==> src/rtl/mfp_ahb_lite_arbiter_if.sv <==
// AHB-Lite bus bundle used on each side of the two-master arbiter.
// The master modport drives address/control/write data; the slave modport returns read data and response.
interface mfp_ahb_lite_arbiter_if;
    logic [31:0] HADDR;
    logic [2:0]  HBURST;
    logic        HMASTLOCK;
    logic [3:0]  HPROT;
    logic [2:0]  HSIZE;
    logic [1:0]  HTRANS;
    logic [31:0] HWDATA;
    logic        HWRITE;
    logic [31:0] HRDATA;
    logic        HREADY;
    logic        HRESP;

    modport master (
        output HADDR, HBURST, HMASTLOCK, HPROT, HSIZE, HTRANS, HWDATA, HWRITE,
        input  HRDATA, HREADY, HRESP
    );

    modport slave (
        input  HADDR, HBURST, HMASTLOCK, HPROT, HSIZE, HTRANS, HWDATA, HWRITE,
        output HRDATA, HREADY, HRESP
    );
endinterface

==> src/rtl/mfp_ahb_lite_arbiter.sv <==
// Two-master AHB-Lite arbiter (M0 = core, M1 = DMA/SPI bridge) in front of the bus matrix.
// Define MFP_AHB_ARB_ROUND_ROBIN_EN for round-robin resolution of simultaneous requests.
module mfp_ahb_lite_arbiter #(
    parameter logic DEFAULT_MASTER = 1'b0
) (
    input  logic                   HCLK,
    input  logic                   HRESETn,
    mfp_ahb_lite_arbiter_if.slave  m0,
    mfp_ahb_lite_arbiter_if.slave  m1,
    mfp_ahb_lite_arbiter_if.master mx,
    output logic                   HMASTER
);
    localparam logic [1:0] HTRANS_IDLE = 2'b00;

    logic       addr_owner_q, addr_owner_d;
    logic       data_owner_q, data_owner_d;
    logic       m0_req, m1_req;
    logic       oth_req;
    logic       own_lock;
    logic [1:0] own_trans;
    logic       yield_bus;
    logic       hand_ok;
    logic       handover;

    assign m0_req   = m0.HTRANS[1];
    assign m1_req   = m1.HTRANS[1];
    assign oth_req  = addr_owner_q ? m0_req : m1_req;
    assign own_lock = addr_owner_q ? m1.HMASTLOCK : m0.HMASTLOCK;

`ifdef MFP_AHB_ARB_ROUND_ROBIN_EN
    logic rr_last_q, rr_last_d;
    logic used_q, used_d;
    logic idle_q, idle_d;

    // Both masters leaving an all-idle bus together: the owner is held off for one
    // cycle (matrix sees IDLE) when the round-robin pointer favours the other master.
    assign yield_bus = idle_q & m0_req & m1_req & ~own_lock & used_q &
                       (rr_last_q == addr_owner_q);
    assign hand_ok   = used_q;

    always_comb begin
        rr_last_d = rr_last_q;
        used_d    = used_q;
        idle_d    = idle_q;
        if (handover) begin
            rr_last_d = ~addr_owner_q;
            used_d    = 1'b0;
        end else if (mx.HREADY && own_trans[1]) begin
            used_d    = 1'b1;
        end
        if (mx.HREADY) begin
            idle_d = ~(m0_req | m1_req);
        end
    end

    always_ff @(posedge HCLK or negedge HRESETn) begin
        if (!HRESETn) begin
            rr_last_q <= 1'b0;
            used_q    <= 1'b1;
            idle_q    <= 1'b1;
        end else begin
            rr_last_q <= rr_last_d;
            used_q    <= used_d;
            idle_q    <= idle_d;
        end
    end
`else
    assign yield_bus = 1'b0;
    assign hand_ok   = 1'b1;
`endif

    always_comb begin
        own_trans = addr_owner_q ? m1.HTRANS : m0.HTRANS;
        if (yield_bus) begin
            own_trans = HTRANS_IDLE;
        end
    end

    // Bus only changes hands between transfers: owner idle, unlocked, matrix ready.
    assign handover = mx.HREADY & ~own_lock & oth_req & hand_ok &
                      (own_trans == HTRANS_IDLE);

    always_comb begin
        addr_owner_d = addr_owner_q;
        data_owner_d = data_owner_q;
        if (handover) begin
            addr_owner_d = ~addr_owner_q;
        end
        if (mx.HREADY) begin
            data_owner_d = addr_owner_q;
        end
    end

    always_ff @(posedge HCLK or negedge HRESETn) begin
        if (!HRESETn) begin
            addr_owner_q <= DEFAULT_MASTER;
            data_owner_q <= DEFAULT_MASTER;
        end else begin
            addr_owner_q <= addr_owner_d;
            data_owner_q <= data_owner_d;
        end
    end

    always_comb begin
        mx.HADDR     = m0.HADDR;
        mx.HBURST    = m0.HBURST;
        mx.HMASTLOCK = m0.HMASTLOCK;
        mx.HPROT     = m0.HPROT;
        mx.HSIZE     = m0.HSIZE;
        mx.HWRITE    = m0.HWRITE;
        if (addr_owner_q) begin
            mx.HADDR     = m1.HADDR;
            mx.HBURST    = m1.HBURST;
            mx.HMASTLOCK = m1.HMASTLOCK;
            mx.HPROT     = m1.HPROT;
            mx.HSIZE     = m1.HSIZE;
            mx.HWRITE    = m1.HWRITE;
        end
        mx.HTRANS = HRESETn ? own_trans : HTRANS_IDLE;
        mx.HWDATA = data_owner_q ? m1.HWDATA : m0.HWDATA;
        HMASTER   = addr_owner_q;
    end

    // The non-owner sees HREADY low only while it holds a request on its port.
    always_comb begin
        m0.HREADY = 1'b1;
        m1.HREADY = 1'b1;
        if (HRESETn) begin
            if (addr_owner_q) begin
                m1.HREADY = yield_bus ? 1'b0 : mx.HREADY;
                m0.HREADY = ~m0_req;
            end else begin
                m0.HREADY = yield_bus ? 1'b0 : mx.HREADY;
                m1.HREADY = ~m1_req;
            end
        end
        m0.HRESP  = HRESETn & ~data_owner_q & mx.HRESP;
        m1.HRESP  = HRESETn &  data_owner_q & mx.HRESP;
        m0.HRDATA = mx.HRDATA;
        m1.HRDATA = mx.HRDATA;
    end
endmodule
==> src/flat_wrapper.sv <==
// flat-port wrapper written by rule: the top's interface ports become plain ports
module mfp_ahb_lite_arbiter_flat 
#(
    parameter logic DEFAULT_MASTER = 1'b0
)
  (HCLK, HRESETn, HMASTER, m0_HADDR, m0_HBURST, m0_HMASTLOCK, m0_HPROT, m0_HSIZE, m0_HTRANS, m0_HWDATA, m0_HWRITE, m0_HRDATA, m0_HREADY, m0_HRESP, m1_HADDR, m1_HBURST, m1_HMASTLOCK, m1_HPROT, m1_HSIZE, m1_HTRANS, m1_HWDATA, m1_HWRITE, m1_HRDATA, m1_HREADY, m1_HRESP, mx_HADDR, mx_HBURST, mx_HMASTLOCK, mx_HPROT, mx_HSIZE, mx_HTRANS, mx_HWDATA, mx_HWRITE, mx_HRDATA, mx_HREADY, mx_HRESP);
  mfp_ahb_lite_arbiter_if m0_i ();
  mfp_ahb_lite_arbiter_if m1_i ();
  mfp_ahb_lite_arbiter_if mx_i ();
  input  logic HCLK;
  input  logic HRESETn;
  output logic HMASTER;
  input wire logic [$bits(m0_i.HADDR)-1:0] m0_HADDR;
  input wire logic [$bits(m0_i.HBURST)-1:0] m0_HBURST;
  input wire logic [$bits(m0_i.HMASTLOCK)-1:0] m0_HMASTLOCK;
  input wire logic [$bits(m0_i.HPROT)-1:0] m0_HPROT;
  input wire logic [$bits(m0_i.HSIZE)-1:0] m0_HSIZE;
  input wire logic [$bits(m0_i.HTRANS)-1:0] m0_HTRANS;
  input wire logic [$bits(m0_i.HWDATA)-1:0] m0_HWDATA;
  input wire logic [$bits(m0_i.HWRITE)-1:0] m0_HWRITE;
  output wire logic [$bits(m0_i.HRDATA)-1:0] m0_HRDATA;
  output wire logic [$bits(m0_i.HREADY)-1:0] m0_HREADY;
  output wire logic [$bits(m0_i.HRESP)-1:0] m0_HRESP;
  input wire logic [$bits(m1_i.HADDR)-1:0] m1_HADDR;
  input wire logic [$bits(m1_i.HBURST)-1:0] m1_HBURST;
  input wire logic [$bits(m1_i.HMASTLOCK)-1:0] m1_HMASTLOCK;
  input wire logic [$bits(m1_i.HPROT)-1:0] m1_HPROT;
  input wire logic [$bits(m1_i.HSIZE)-1:0] m1_HSIZE;
  input wire logic [$bits(m1_i.HTRANS)-1:0] m1_HTRANS;
  input wire logic [$bits(m1_i.HWDATA)-1:0] m1_HWDATA;
  input wire logic [$bits(m1_i.HWRITE)-1:0] m1_HWRITE;
  output wire logic [$bits(m1_i.HRDATA)-1:0] m1_HRDATA;
  output wire logic [$bits(m1_i.HREADY)-1:0] m1_HREADY;
  output wire logic [$bits(m1_i.HRESP)-1:0] m1_HRESP;
  output wire logic [$bits(mx_i.HADDR)-1:0] mx_HADDR;
  output wire logic [$bits(mx_i.HBURST)-1:0] mx_HBURST;
  output wire logic [$bits(mx_i.HMASTLOCK)-1:0] mx_HMASTLOCK;
  output wire logic [$bits(mx_i.HPROT)-1:0] mx_HPROT;
  output wire logic [$bits(mx_i.HSIZE)-1:0] mx_HSIZE;
  output wire logic [$bits(mx_i.HTRANS)-1:0] mx_HTRANS;
  output wire logic [$bits(mx_i.HWDATA)-1:0] mx_HWDATA;
  output wire logic [$bits(mx_i.HWRITE)-1:0] mx_HWRITE;
  input wire logic [$bits(mx_i.HRDATA)-1:0] mx_HRDATA;
  input wire logic [$bits(mx_i.HREADY)-1:0] mx_HREADY;
  input wire logic [$bits(mx_i.HRESP)-1:0] mx_HRESP;
  assign m0_i.HADDR = m0_HADDR;
  assign m0_i.HBURST = m0_HBURST;
  assign m0_i.HMASTLOCK = m0_HMASTLOCK;
  assign m0_i.HPROT = m0_HPROT;
  assign m0_i.HSIZE = m0_HSIZE;
  assign m0_i.HTRANS = m0_HTRANS;
  assign m0_i.HWDATA = m0_HWDATA;
  assign m0_i.HWRITE = m0_HWRITE;
  assign m0_HRDATA = m0_i.HRDATA;
  assign m0_HREADY = m0_i.HREADY;
  assign m0_HRESP = m0_i.HRESP;
  assign m1_i.HADDR = m1_HADDR;
  assign m1_i.HBURST = m1_HBURST;
  assign m1_i.HMASTLOCK = m1_HMASTLOCK;
  assign m1_i.HPROT = m1_HPROT;
  assign m1_i.HSIZE = m1_HSIZE;
  assign m1_i.HTRANS = m1_HTRANS;
  assign m1_i.HWDATA = m1_HWDATA;
  assign m1_i.HWRITE = m1_HWRITE;
  assign m1_HRDATA = m1_i.HRDATA;
  assign m1_HREADY = m1_i.HREADY;
  assign m1_HRESP = m1_i.HRESP;
  assign mx_HADDR = mx_i.HADDR;
  assign mx_HBURST = mx_i.HBURST;
  assign mx_HMASTLOCK = mx_i.HMASTLOCK;
  assign mx_HPROT = mx_i.HPROT;
  assign mx_HSIZE = mx_i.HSIZE;
  assign mx_HTRANS = mx_i.HTRANS;
  assign mx_HWDATA = mx_i.HWDATA;
  assign mx_HWRITE = mx_i.HWRITE;
  assign mx_i.HRDATA = mx_HRDATA;
  assign mx_i.HREADY = mx_HREADY;
  assign mx_i.HRESP = mx_HRESP;
  mfp_ahb_lite_arbiter #(.DEFAULT_MASTER(DEFAULT_MASTER)) u_core (.HCLK(HCLK), .HRESETn(HRESETn), .m0(m0_i), .m1(m1_i), .mx(mx_i), .HMASTER(HMASTER));
endmodule
==> config.mk <==
export PLATFORM = sky130hd
export DESIGN_NAME = mfp_ahb_lite_arbiter_flat
export DESIGN_NICKNAME = d
export VERILOG_FILES = /design/src/rtl/mfp_ahb_lite_arbiter_if.sv /design/src/rtl/mfp_ahb_lite_arbiter.sv /design/src/flat_wrapper.sv
export SDC_FILE = /design/constraint.sdc
export NUM_CORES = 1
export LEC_CHECK = 0
export ABC_AREA = 1
export CORE_AREA = 8 8 127 129
export DETAILED_ROUTE_END_ITERATION = 7
export DIE_AREA = 0 0 135 137
export PLACE_DENSITY_LB_ADDON = 0.08
export SLEW_MARGIN = 20
export SYNTH_ARGS = -nofsm -noshare
export SYNTH_HDL_FRONTEND = slang
export SYNTH_SLANG_ARGS = --single-unit
==> constraint.sdc <==
create_clock -name HCLK -period 2 [get_ports HCLK]
set_input_delay 0.4 -clock HCLK [delete_from_list [all_inputs] [get_ports HCLK]]
set_output_delay 0.4 -clock HCLK [all_outputs]
set_load 0.01 [all_outputs]
=== After elaboration in Yosys (flattened, before gate mapping) ===
Index checks and enable logic that the tools add are counted.

* Mux-type cells: 14
* Bitwise operators: 12
* Reductions and logical operators: 1

{| class="wikitable"
|+ Operators with widths
! cell !! count
|-
| 32-bit 2-to-1 mux || 2
|-
| 1-bit bitwise AND || 7
|-
| 1-bit 2-to-1 mux || 7
|-
| 3-bit 2-to-1 mux || 2
|-
| 1-bit NOT || 5
|-
| 2-bit 2-to-1 mux || 2
|-
| 4-bit 2-to-1 mux || 1
|-
| 2-bit logical NOT || 1
|}

* Register bits: 2
* Bits of input ports: 192
* Output and inout bits: 147

=== Logic depth before layout (Yosys ltp) ===
* Word-level depth: 5
* Depth in mapped cells: 8

=== Worst setup path before layout ===
Ideal clock, no wire load.

* Path type: flip-flop to output port
* Start point: register u_core.addr_owner_q, in the netlist u_core.HMASTER
* End point: output port mx_HADDR[0]
* Arrival time: 980 ps
* Data required time: 1,600 ps
* Path slack: 620 ps
* Cell stages (with the launch flop): 6
* Cells stage by stage: dfrtp_1 inv_2 buf_6 buf_2 nand2_1 nand2_1

* Longest elaborated chain between the ends: 1

{| class="wikitable"
|+ Ends and longest elaborated chain
! element !! line !! RTL
|-
| from (decl) || mfp_ahb_lite_arbiter.sv:15 || <nowiki>logic addr_owner_q, addr_owner_d;</nowiki>
|-
| from (signal assigned) || mfp_ahb_lite_arbiter.sv:99 || <nowiki>addr_owner_q <= addr_owner_d;</nowiki>
|-
| 32-bit 2-to-1 mux || mfp_ahb_lite_arbiter.sv:111 || <nowiki>if (addr_owner_q) begin</nowiki>
|-
| to (decl) || flat_wrapper.sv:35 || <nowiki>output wire logic [$bits(mx_i.HADDR)-1:0] mx_HADDR;</nowiki>
|}

Every way passes these cells.

=== Final worst setup path ===
* Start point: register u_core.data_owner_q
* End point: output port mx_HWDATA[12]

* Longest elaborated chain between the ends: 1

{| class="wikitable"
|+ Ends and longest elaborated chain
! element !! line !! RTL
|-
| from (decl) || mfp_ahb_lite_arbiter.sv:16 || <nowiki>logic data_owner_q, data_owner_d;</nowiki>
|-
| from (signal assigned) || mfp_ahb_lite_arbiter.sv:100 || <nowiki>data_owner_q <= data_owner_d;</nowiki>
|-
| 32-bit 2-to-1 mux || mfp_ahb_lite_arbiter.sv:120 || <nowiki>mx.HWDATA = data_owner_q ? m1.HWDATA : m0.HWDATA;</nowiki>
|-
| to (decl) || flat_wrapper.sv:41 || <nowiki>output wire logic [$bits(mx_i.HWDATA)-1:0] mx_HWDATA;</nowiki>
|}

Every way passes these cells.

==> qor.yml <==
sta:
  tightest_slew_ns: 0.202
  fin_crit_sh: 0.971
  finalSetupViolCount: 0
  rsz0062_at_grt: "false"
  final-max-slew-violation-count: 0
  relSlewSlack: 0.866
  finalHoldViolations: 0
  period_needed_ns: 1.94
  timing.fmax_ghz: 0.515
  whs_ns: 0.304
  finClkSkew_ns: 0.00507
  worst_slack_ns: 0.0586
route:
  vias_per_cell: 3.60
  drt_iter0_drc: 32
  drt-pass1-iter-count: 4
  ant_nets: 0
  vias: 2545
  wirelength_um: 10000
  wl_per_cell_um: 14.2
  drc_errors: 0
final_layout:
  final_nets: 715
  area_delta_synth_final_pct: 146
  drive_gt1_frac: 0.0517
  layoutNonFillerInstCount: 706
  num-fill-cells: 1621
  final_common_cell: "nand2_1"
  layout_common_cells: "nand2_1, clkdlybuf4s50_1, dlygate4sd2_1"
  postLayoutCoreUtil: 0.278
  antennaDiodeCount: 0
pwr:
  power_density_nw_per_um2: 838
  power_w: 0.00332
  leakage_nw: 2.16
  ir_drop_mv: 0.341
floorplanning:
  core_sq_um: 14200
  die_area_sq_um: 18500
  die_h_um: 137
  top_level_ports: 339
  die_w_um: 135
  num_rows: 44
  initial_core_util: 0.113
setup_path:
  cp.arrival_ns: 1.54
  crit_path_end_kind: "output pin"
  rrSetupSlack_ns: 0.65
  r2r-end: "u_core.HMASTER"
  start_kind: "flip-flop"
  cp_max_fo: 19
  rr_worst_depth: 8
  cp.required_ns: 1.60
  worstReg2RegStart: "u_core.HMASTER"
  crit_type: "flip-flop to output pin"
yosys:
  yosys_warnings: 0
  syn-cell-area_sq_um: 1610
  yosysSeqAreaShare: 0.0311
  synth_cell_types: 16
  synthesis.instances: 342
  syn_nets: 534
  synth-seq-cells: 2
  avgSynthCellArea_sq_um: 4.70
cts:
  root_buffer: "clkbuf_16"
  cts_buffer_depth: 2
  htree_levels: 1
  clock_sinks: 2
  clkTransAtPathRegs_ns: 0.03
  cts_tree: "done"
  clock_latency_ns: 0.22
  numCtsBuffers: 3
global_routing:
  grt_usage: 0.0985
  grt_start_max_net_pins: 31
  overflow: 0
  antenna_found_initial: 0
  grt_first_pass_wirelength_um: 14400
  grt_pass1_vias: 2598
place:
  io_buffers: 242
  placed_cells: 700
  gp_congestion: 0.731
  dp_worst_setup_slack_ns: -0.380
  dp_hpwl_um: 8670
outcome:
  outcome: "finished, final reports clean"
flow_run:
  cap_violations: 0
min_path:
  hold_class: "primary input to async pin"
[cell type report]
class                   instances  area, sq um  area share
clock buffers                   4         78.8      0.0199
inverters                       7         31.3     0.00791
multi-input cells             252          971       0.245
flip-flops and latches          2         52.6      0.0133
well taps                     184          230      0.0582
repair buffers                257         2590       0.655
[Yosys cell counts]
cell | n | area (sq um)
nand2_1 | 239 | 897
buf_4 | 65 | 488
buf_2 | 12 | 60.1
inv_1 | 5 | 18.8
nand3_1 | 4 | 20.0
clkbuf_1 | 3 | 11.3
dfrtp_1 | 2 | 50.1
nor2_1 | 2 | 7.51
nor3_1 | 2 | 10.0
o21ai_0 | 2 | 10.0
a21oi_1 | 1 | 5.00
buf_6 | 1 | 11.3
clkinv_1 | 1 | 3.75
inv_2 | 1 | 3.75
nand2_2 | 1 | 6.26
nor2_2 | 1 | 6.26
[how the worst max path moves through the flow]
stage                                    from            end  cells after the start
after floorplan                u_core.HMASTER    mx_HADDR[0]                      5
after global placement                HRESETn       m0_HRESP                      4
after detailed placement              HRESETn       m0_HRESP                      4
after CTS                      u_core.HMASTER    mx_HADDR[6]                      5
after global routing      u_core.data_owner_q  mx_HWDATA[12]                      5
final                     u_core.data_owner_q  mx_HWDATA[12]                      5
[cells by family after synthesis]
kind of cell,share of synthesized area
AND/OR/NAND/NOR,0.589
AO/OA/AOI/OAI,0.00933
buffers and inverters,0.371
flip-flops,0.0311
[flip-flops by register name, indices dropped and copies added, names as in the netlist]
signal	count
u_core.HMASTER	1
u_core.data_owner_q	1
[where the power goes]
group | internal [W] | leakage [nW] | switching, W
logic | 0.00145 | 2.10 | 0.00145
registers | 0.0000615 | 0.0227 | 0.0000418
clock network | 0.000262 | 0.0382 | 0.0000476
total | 0.00177 | 2.16 | 0.00154
[critical path, stage by stage, from the launching register on]
cell and delay (ns):
dfrtp_2 0.42, inv_4 0.09, buf_12 0.15, nand2_1 0.07
nand2_1 0.05, clkdlybuf4s50_1 0.53
[repair_timing]
item | in CTS | in global routing
gates resized for setup | 59 | 26
hold buffers | 0 | 0
setup buffers | 2 | 0
setup endpoints to repair | 65 | 29
[per-layer routing]
layer	track usage	vias up	routed length [um]
met5	0	-	0
met4	0.0413	0	262
met3	0.0551	25	1460
met2	0.171	171	4750
met1	0.0954	1040	3560
li1	-	1309	-
[metrics by stage]
stage          setup TNS (ns)  area, sq um
6_report                    0         3960
4_1_cts               -0.0681         3890
5_1_grt                     0         3960
3_5_place_dp            -1.47         3840
2_1_floorplan               0         1610
3_3_place_gp            -1.39         3840
No activity file was read; power rests on OpenSTA's default activity.
==> patch 1: new RTL, config.mk and constraints unchanged <==
`DEFAULT_MASTER` is set to 1'b0 in 2 places; all go to 1'b1.
--- a/src/rtl/mfp_ahb_lite_arbiter.sv
+++ b/src/rtl/mfp_ahb_lite_arbiter.sv
@@ -2,5 +2,5 @@
 // Define MFP_AHB_ARB_ROUND_ROBIN_EN for round-robin resolution of simultaneous requests.
 module mfp_ahb_lite_arbiter #(
-    parameter logic DEFAULT_MASTER = 1'b0
+    parameter logic DEFAULT_MASTER = 1'b1
 ) (
     input  logic                   HCLK,
--- a/src/flat_wrapper.sv
+++ b/src/flat_wrapper.sv
@@ -2,5 +2,5 @@
 module mfp_ahb_lite_arbiter_flat 
 #(
-    parameter logic DEFAULT_MASTER = 1'b0
+    parameter logic DEFAULT_MASTER = 1'b1
 )
   (HCLK, HRESETn, HMASTER, m0_HADDR, m0_HBURST, m0_HMASTLOCK, m0_HPROT, m0_HSIZE, m0_HTRANS, m0_HWDATA, m0_HWRITE, m0_HRDATA, m0_HREADY, m0_HRESP, m1_HADDR, m1_HBURST, m1_HMASTLOCK, m1_HPROT, m1_HSIZE, m1_HTRANS, m1_HWDATA, m1_HWRITE, m1_HRDATA, m1_HREADY, m1_HRESP, mx_HADDR, mx_HBURST, mx_HMASTLOCK, mx_HPROT, mx_HSIZE, mx_HTRANS, mx_HWDATA, mx_HWRITE, mx_HRDATA, mx_HREADY, mx_HRESP);
Check against the original RTL: not equivalent (a bounded check fails within 4 cycles, from zero or initial values and one cycle with HRESETn low).
==> patch 1 against the unedited design <==
  * Power up 4.5%
  * Routed wire length up 2.6%
  * Utilization down 0.16 points
  * Final area down 0.57%
  * Sequential cell count unchanged
  * Clock power down 5%
  * Synthesized area up 0.16%
  * Register-to-register slack worse by 0.09 ns
  * Setup slack better by 0.0062 ns
  * Non-clock buffer count up 7
  * Synthesized cell count unchanged
  * Worst hold slack better by 0.35 ns
  * Final cell count up 0.85%
  * Via count up 2.7%
  * Critical endpoint is now mx_HSIZE[0]
  * Largest power group unchanged
==> patch 1: results (changes against the unedited design) <==
metric;value;unit;change
routed_wl;10.30;mm;+2.6%
clock_tree.root_cell;sky130_fd_sc_hd__clkbuf_16;;
dpl-instance-area;3901;sq um;+1.6%
cp-startpoint;u_core.HMASTER$_DFFE_PN1P_;;
synthFlopType;sky130_fd_sc_hd__dfstp_2;;
tritoncts.num_buffers;3;;unchanged
tightestPinTransition;0.1634;ns;-0.03838 ns
layout.filler_cells;1617;;-0.25%
outcome;complete, no violations;;
n_antenna_cell;0;;unchanged
clkSlewWorstSetupHoldPaths;0.03;ns;about the same
drt_pass1_iterations;6;;+2
synth_cell_type_count;16;;unchanged
gr-usage-all-layers;10.12;%;+0.27 points
power.static_leakage;2.024;nW;-6.4%
drt_initial_violations;48;;+50%
placement.io_buffers;242;;unchanged
worst_path_max_delay_cell;sky130_fd_sc_hd__dfstp_2;;
cpLargestDelayFamily;buffers and inverters;;
routed_via_count_divided_by_cell_count;3.671;;+1.8%
asyncSetResetFlopFracSynth;100.0;%;unchanged
timing.critical_path.fanout_max;17;;-2
post-dp-hpwl;8.747;mm;+0.91%
timing.critical_path.slowest_cell_delay;0.53;ns;about the same
global_route.usage.met2;16.23;%;-0.83 points
cts_buffer_depth;2;;unchanged
clock-skew-final;0.002289;ns;-0.002782 ns
grt_pass1_vias;2727;;+5.0%
drive_gt1_share;9.091;%;+3.9 points
grt_first_pass_wirelength;14.83;mm;+3.1%
cts_max_level;1;;unchanged
yosys-top-cells-area;sky130_fd_sc_hd__nand2_1, sky130_fd_sc_hd__buf_4, sky130_fd_sc_hd__buf_2;;
max-vdd-ir-drop;0.3827;mV;+12%
grtUsageMet3;7.416;%;+1.9 points
synth.net_count;534;;unchanged
synth_sequential_area_ratio;3.261;%;+0.15 points
grt_antenna_before_repair;0;;unchanged
global_route.usage.met1;9.861;%;+0.32 points
worstReg2RegStart;u_core.HMASTER$_DFFE_PN1P_;;
grt_max_degree;36;;+16%
synth_top_cells_by_count;sky130_fd_sc_hd__nand2_1, sky130_fd_sc_hd__buf_4, sky130_fd_sc_hd__buf_2, sky130_fd_sc_hd__inv_1, sky130_fd_sc_hd__nand3_1;;
num-nets-final;722;;+0.98%
ys_warn_count;0;;unchanged
worstHoldPathType;in -> async;;
setup_viol;0;;unchanged
global_placer_s_final_weighted_congestion;0.7256;;-0.75%
-- patch 1: changes by cell type in the layout (fill, tap and decap cells not counted), moves of 2 or more --
| cell | before | now |
|---|---|---|
| sky130_fd_sc_hd__clkbuf_2 | 0 | 16 |
| sky130_fd_sc_hd__clkdlybuf4s50_1 | 169 | 159 |
| sky130_fd_sc_hd__dlygate4sd2_1 | 51 | 56 |
| sky130_fd_sc_hd__dlymetal6s2s_1 | 22 | 0 |
| sky130_fd_sc_hd__clkdlybuf4s15_1 | 0 | 10 |
| sky130_fd_sc_hd__dfrtp_2 | 2 | 0 |
| sky130_fd_sc_hd__dfstp_2 | 0 | 2 |
| sky130_fd_sc_hd__buf_12 | 4 | 8 |
| sky130_fd_sc_hd__buf_4 | 8 | 11 |
-- patch 1: final cells by class --
class | count | share of cell area (%)
multi-input cells | 252 | 24.47
well taps | 184 | 5.854
clock buffers | 3 | 1.909
repair buffers | 264 | 65.57
flip-flops and latches | 2 | 1.336
inverters | 7 | 0.8591
-- patch 1: path summary, 6_finish.rpt --
check	endpoint	slack, ns	cells after the start
max	mx_HSIZE[0]	0.06	6
min	u_core.data_owner_q$_DFFE_PN1P_	0.66	2
max reg2reg	u_core.HMASTER$_DFFE_PN1P_	0.56	10
min reg2reg	u_core.data_owner_q$_DFFE_PN1P_	0.70	3
max in group asynchronous	u_core.HMASTER$_DFFE_PN1P_	1.32	2
min in group HCLK	u_core.data_owner_q$_DFFE_PN1P_	0.70	3
-- patch 1: layer usage --
metal,vias up,share of wire [%]
li1,1324,-
met1,1062,37
met2,211,43
met3,17,18
met4,0,2.3
met5,-,0
-- patch 1: where the power goes --
part	switching, mW	internal [mW]	total (mW)
combinational	1.53	1.55	3.08
sequential	0.0229	0.0714	0.0943
clock	0.0417	0.254	0.296
-- patch 1: repair_timing --
item / 4_1_cts / 5_1_grt
resized for setup: 109 / 24
setup buffers: 1 / 3
hold buffers: 0 / 0
setup endpoints to repair: 83 / 55
pin swaps: 0 / 0
gates cloned: 1 / 1
-- patch 1: logic make-up after synthesis --
group	after synthesis	synth area share, %
AO/OA/AOI/OAI	3	0.9314
buffers and inverters	88	37.03
flip-flops	2	3.261
AND/OR/NAND/NOR	249	58.77
-- patch 1: per-stage QoR --
stage / worst slack, ns / power [mW] / TNS, ns / util, % / std cells
after global placement: -0.2025 / 3.486 / -0.5557 / 27.47 / 703
after CTS: 0.0002648 / 3.474 / 0 / 27.80 / 708
final: 0.06479 / 3.465 / 0 / 27.69 / 712
after floorplan: 0.5046 / 1.506 / 0 / - / 342
after global routing: 0.000007883 / 3.815 / 0 / 27.69 / 712
after detailed placement: -0.2125 / 3.454 / -0.6543 / 27.47 / 703
==> patch 2: new RTL, same settings <==
Made on the original files. The option `MFP_AHB_ARB_ROUND_ROBIN_EN` is turned on by a define.
--- a/src/rtl/mfp_ahb_lite_arbiter.sv
+++ b/src/rtl/mfp_ahb_lite_arbiter.sv
@@ -1,4 +1,6 @@
 // Two-master AHB-Lite arbiter (M0 = core, M1 = DMA/SPI bridge) in front of the bus matrix.
 // Define MFP_AHB_ARB_ROUND_ROBIN_EN for round-robin resolution of simultaneous requests.
+`define MFP_AHB_ARB_ROUND_ROBIN_EN
+
 module mfp_ahb_lite_arbiter #(
     parameter logic DEFAULT_MASTER = 1'b0
Formal check against the unedited RTL: not equivalent (a bounded check fails within 4 cycles, from zero or initial values and one cycle with HRESETn low).
==> patch 2 against the unedited design <==
  * Power increased by 8.6%
  * Largest cell class unchanged
  * Via count increased by 5.2%
  * Clock skew decreased by 0.0039 ns
  * Critical path depth decreased by 1
  * Routed wire length increased by 6.3%
  * Setup slack improved by 0.011 ns
  * Synthesized area increased by 7.7%
  * Maximum frequency increased by 0.56%
  * Synthesized cell count increased by 6.1%
  * Sequential cell count increased by 2
  * Final area increased by 4.6%
  * Worst hold slack improved by 0.19 ns
  * Combinational power increased by 8.3%
==> patch 2: results (changes against the unedited design) <==
metric;value;unit;change
outcome;complete, no violations;;
cts_num_sinks;4;;+2
routed_length_on_met3;1.375;mm;-5.6%
clkSlewWorstSetupHoldPaths;0.03;ns;about the same
grt_pass1_vias;2809;;+8.1%
global_route.usage.met1;9.998;%;+0.46 points
gr-usage-all-layers;10.67;%;+0.83 points
num-multi-input-gates;265;;+5.2%
setup_bufs_post_cts;1;;-1
pg_clk;309;uW;about the same
global_route.usage.met2;20.27;%;+3.2 points
dpl-instance-area;4006;sq um;+4.3%
max-vdd-ir-drop;0.3109;mV;-8.9%
vias;2678;;+5.2%
grt_max_degree;35;;+13%
setup_slack_placement;-0.3245;ns;+0.05597 ns
multi_input_gate_share_of_total_cell_area;25.05;%;+0.50 points
synth_cell_type_count;18;;+2
routed_via_count_divided_by_cell_count;3.653;;+1.3%
signal_buffer_area_fraction;63.84;%;-1.7 points
clock_buffer_count;3;;-1
tritoncts.num_buffers;3;;unchanged
seq-cell-share;2.511;%;+1.2 points
clock-skew-final;0.001188;ns;-0.003882 ns
synth_cells;363;;+6.1%
power_density;871.0;nW/um^2;+3.9%
switching_share;45.00;%;-1.5 points
layout.filler_cells;1622;;+0.062%
synth-compound-area-share;0.8664;%;-0.067 points
post-dp-hpwl;9.030;mm;+4.2%
clock_cell_area_share;1.815;%;-0.18 points
timing.critical_path.fanout_max;1;;-18
drt_initial_violations;43;;+34%
route.met2.wl;5.311;mm;+12%
grt_antenna_before_repair;0;;unchanged
dp.cells;725;;+3.6%
metal_1_wl;3.755;mm;+5.4%
synth_sequential_area_ratio;5.921;%;+2.8 points
synth.net_count;555;;+3.9%
grt_first_pass_wirelength;15.55;mm;+8.1%
drive_gt1_share;7.650;%;+2.5 points
[patch 2: cell count changes after synthesis, sizes merged]
cell,unedited run,this run
dfstp,0,2
a21oi,1,0
nor2,3,7
clkbuf,3,10
nand3,4,7
nand3b,0,1
o21ai,2,3
inv,6,11
buf,78,72
nand2,240,245
[patch 2: final timing paths]
path / startpoint / to / slack (ns) / depth (start not counted)
min reg2reg: u_core.idle_q$_DFFE_PN1P_ / u_core.idle_q$_DFFE_PN1P_ / 0.50 / 2
max reg2reg: u_core.HMASTER$_DFFE_PN0P_ / u_core.HMASTER$_DFFE_PN0P_ / 0.63 / 8
max: m1_HWDATA[30] / mx_HWDATA[30] / 0.07 / 4
min: HRESETn / u_core.HMASTER$_DFFE_PN0P_ / 0.49 / 2
min in group HCLK: u_core.idle_q$_DFFE_PN1P_ / u_core.idle_q$_DFFE_PN1P_ / 0.50 / 2
max in group asynchronous: HRESETn / u_core.idle_q$_DFFE_PN1P_ / 1.31 / 2
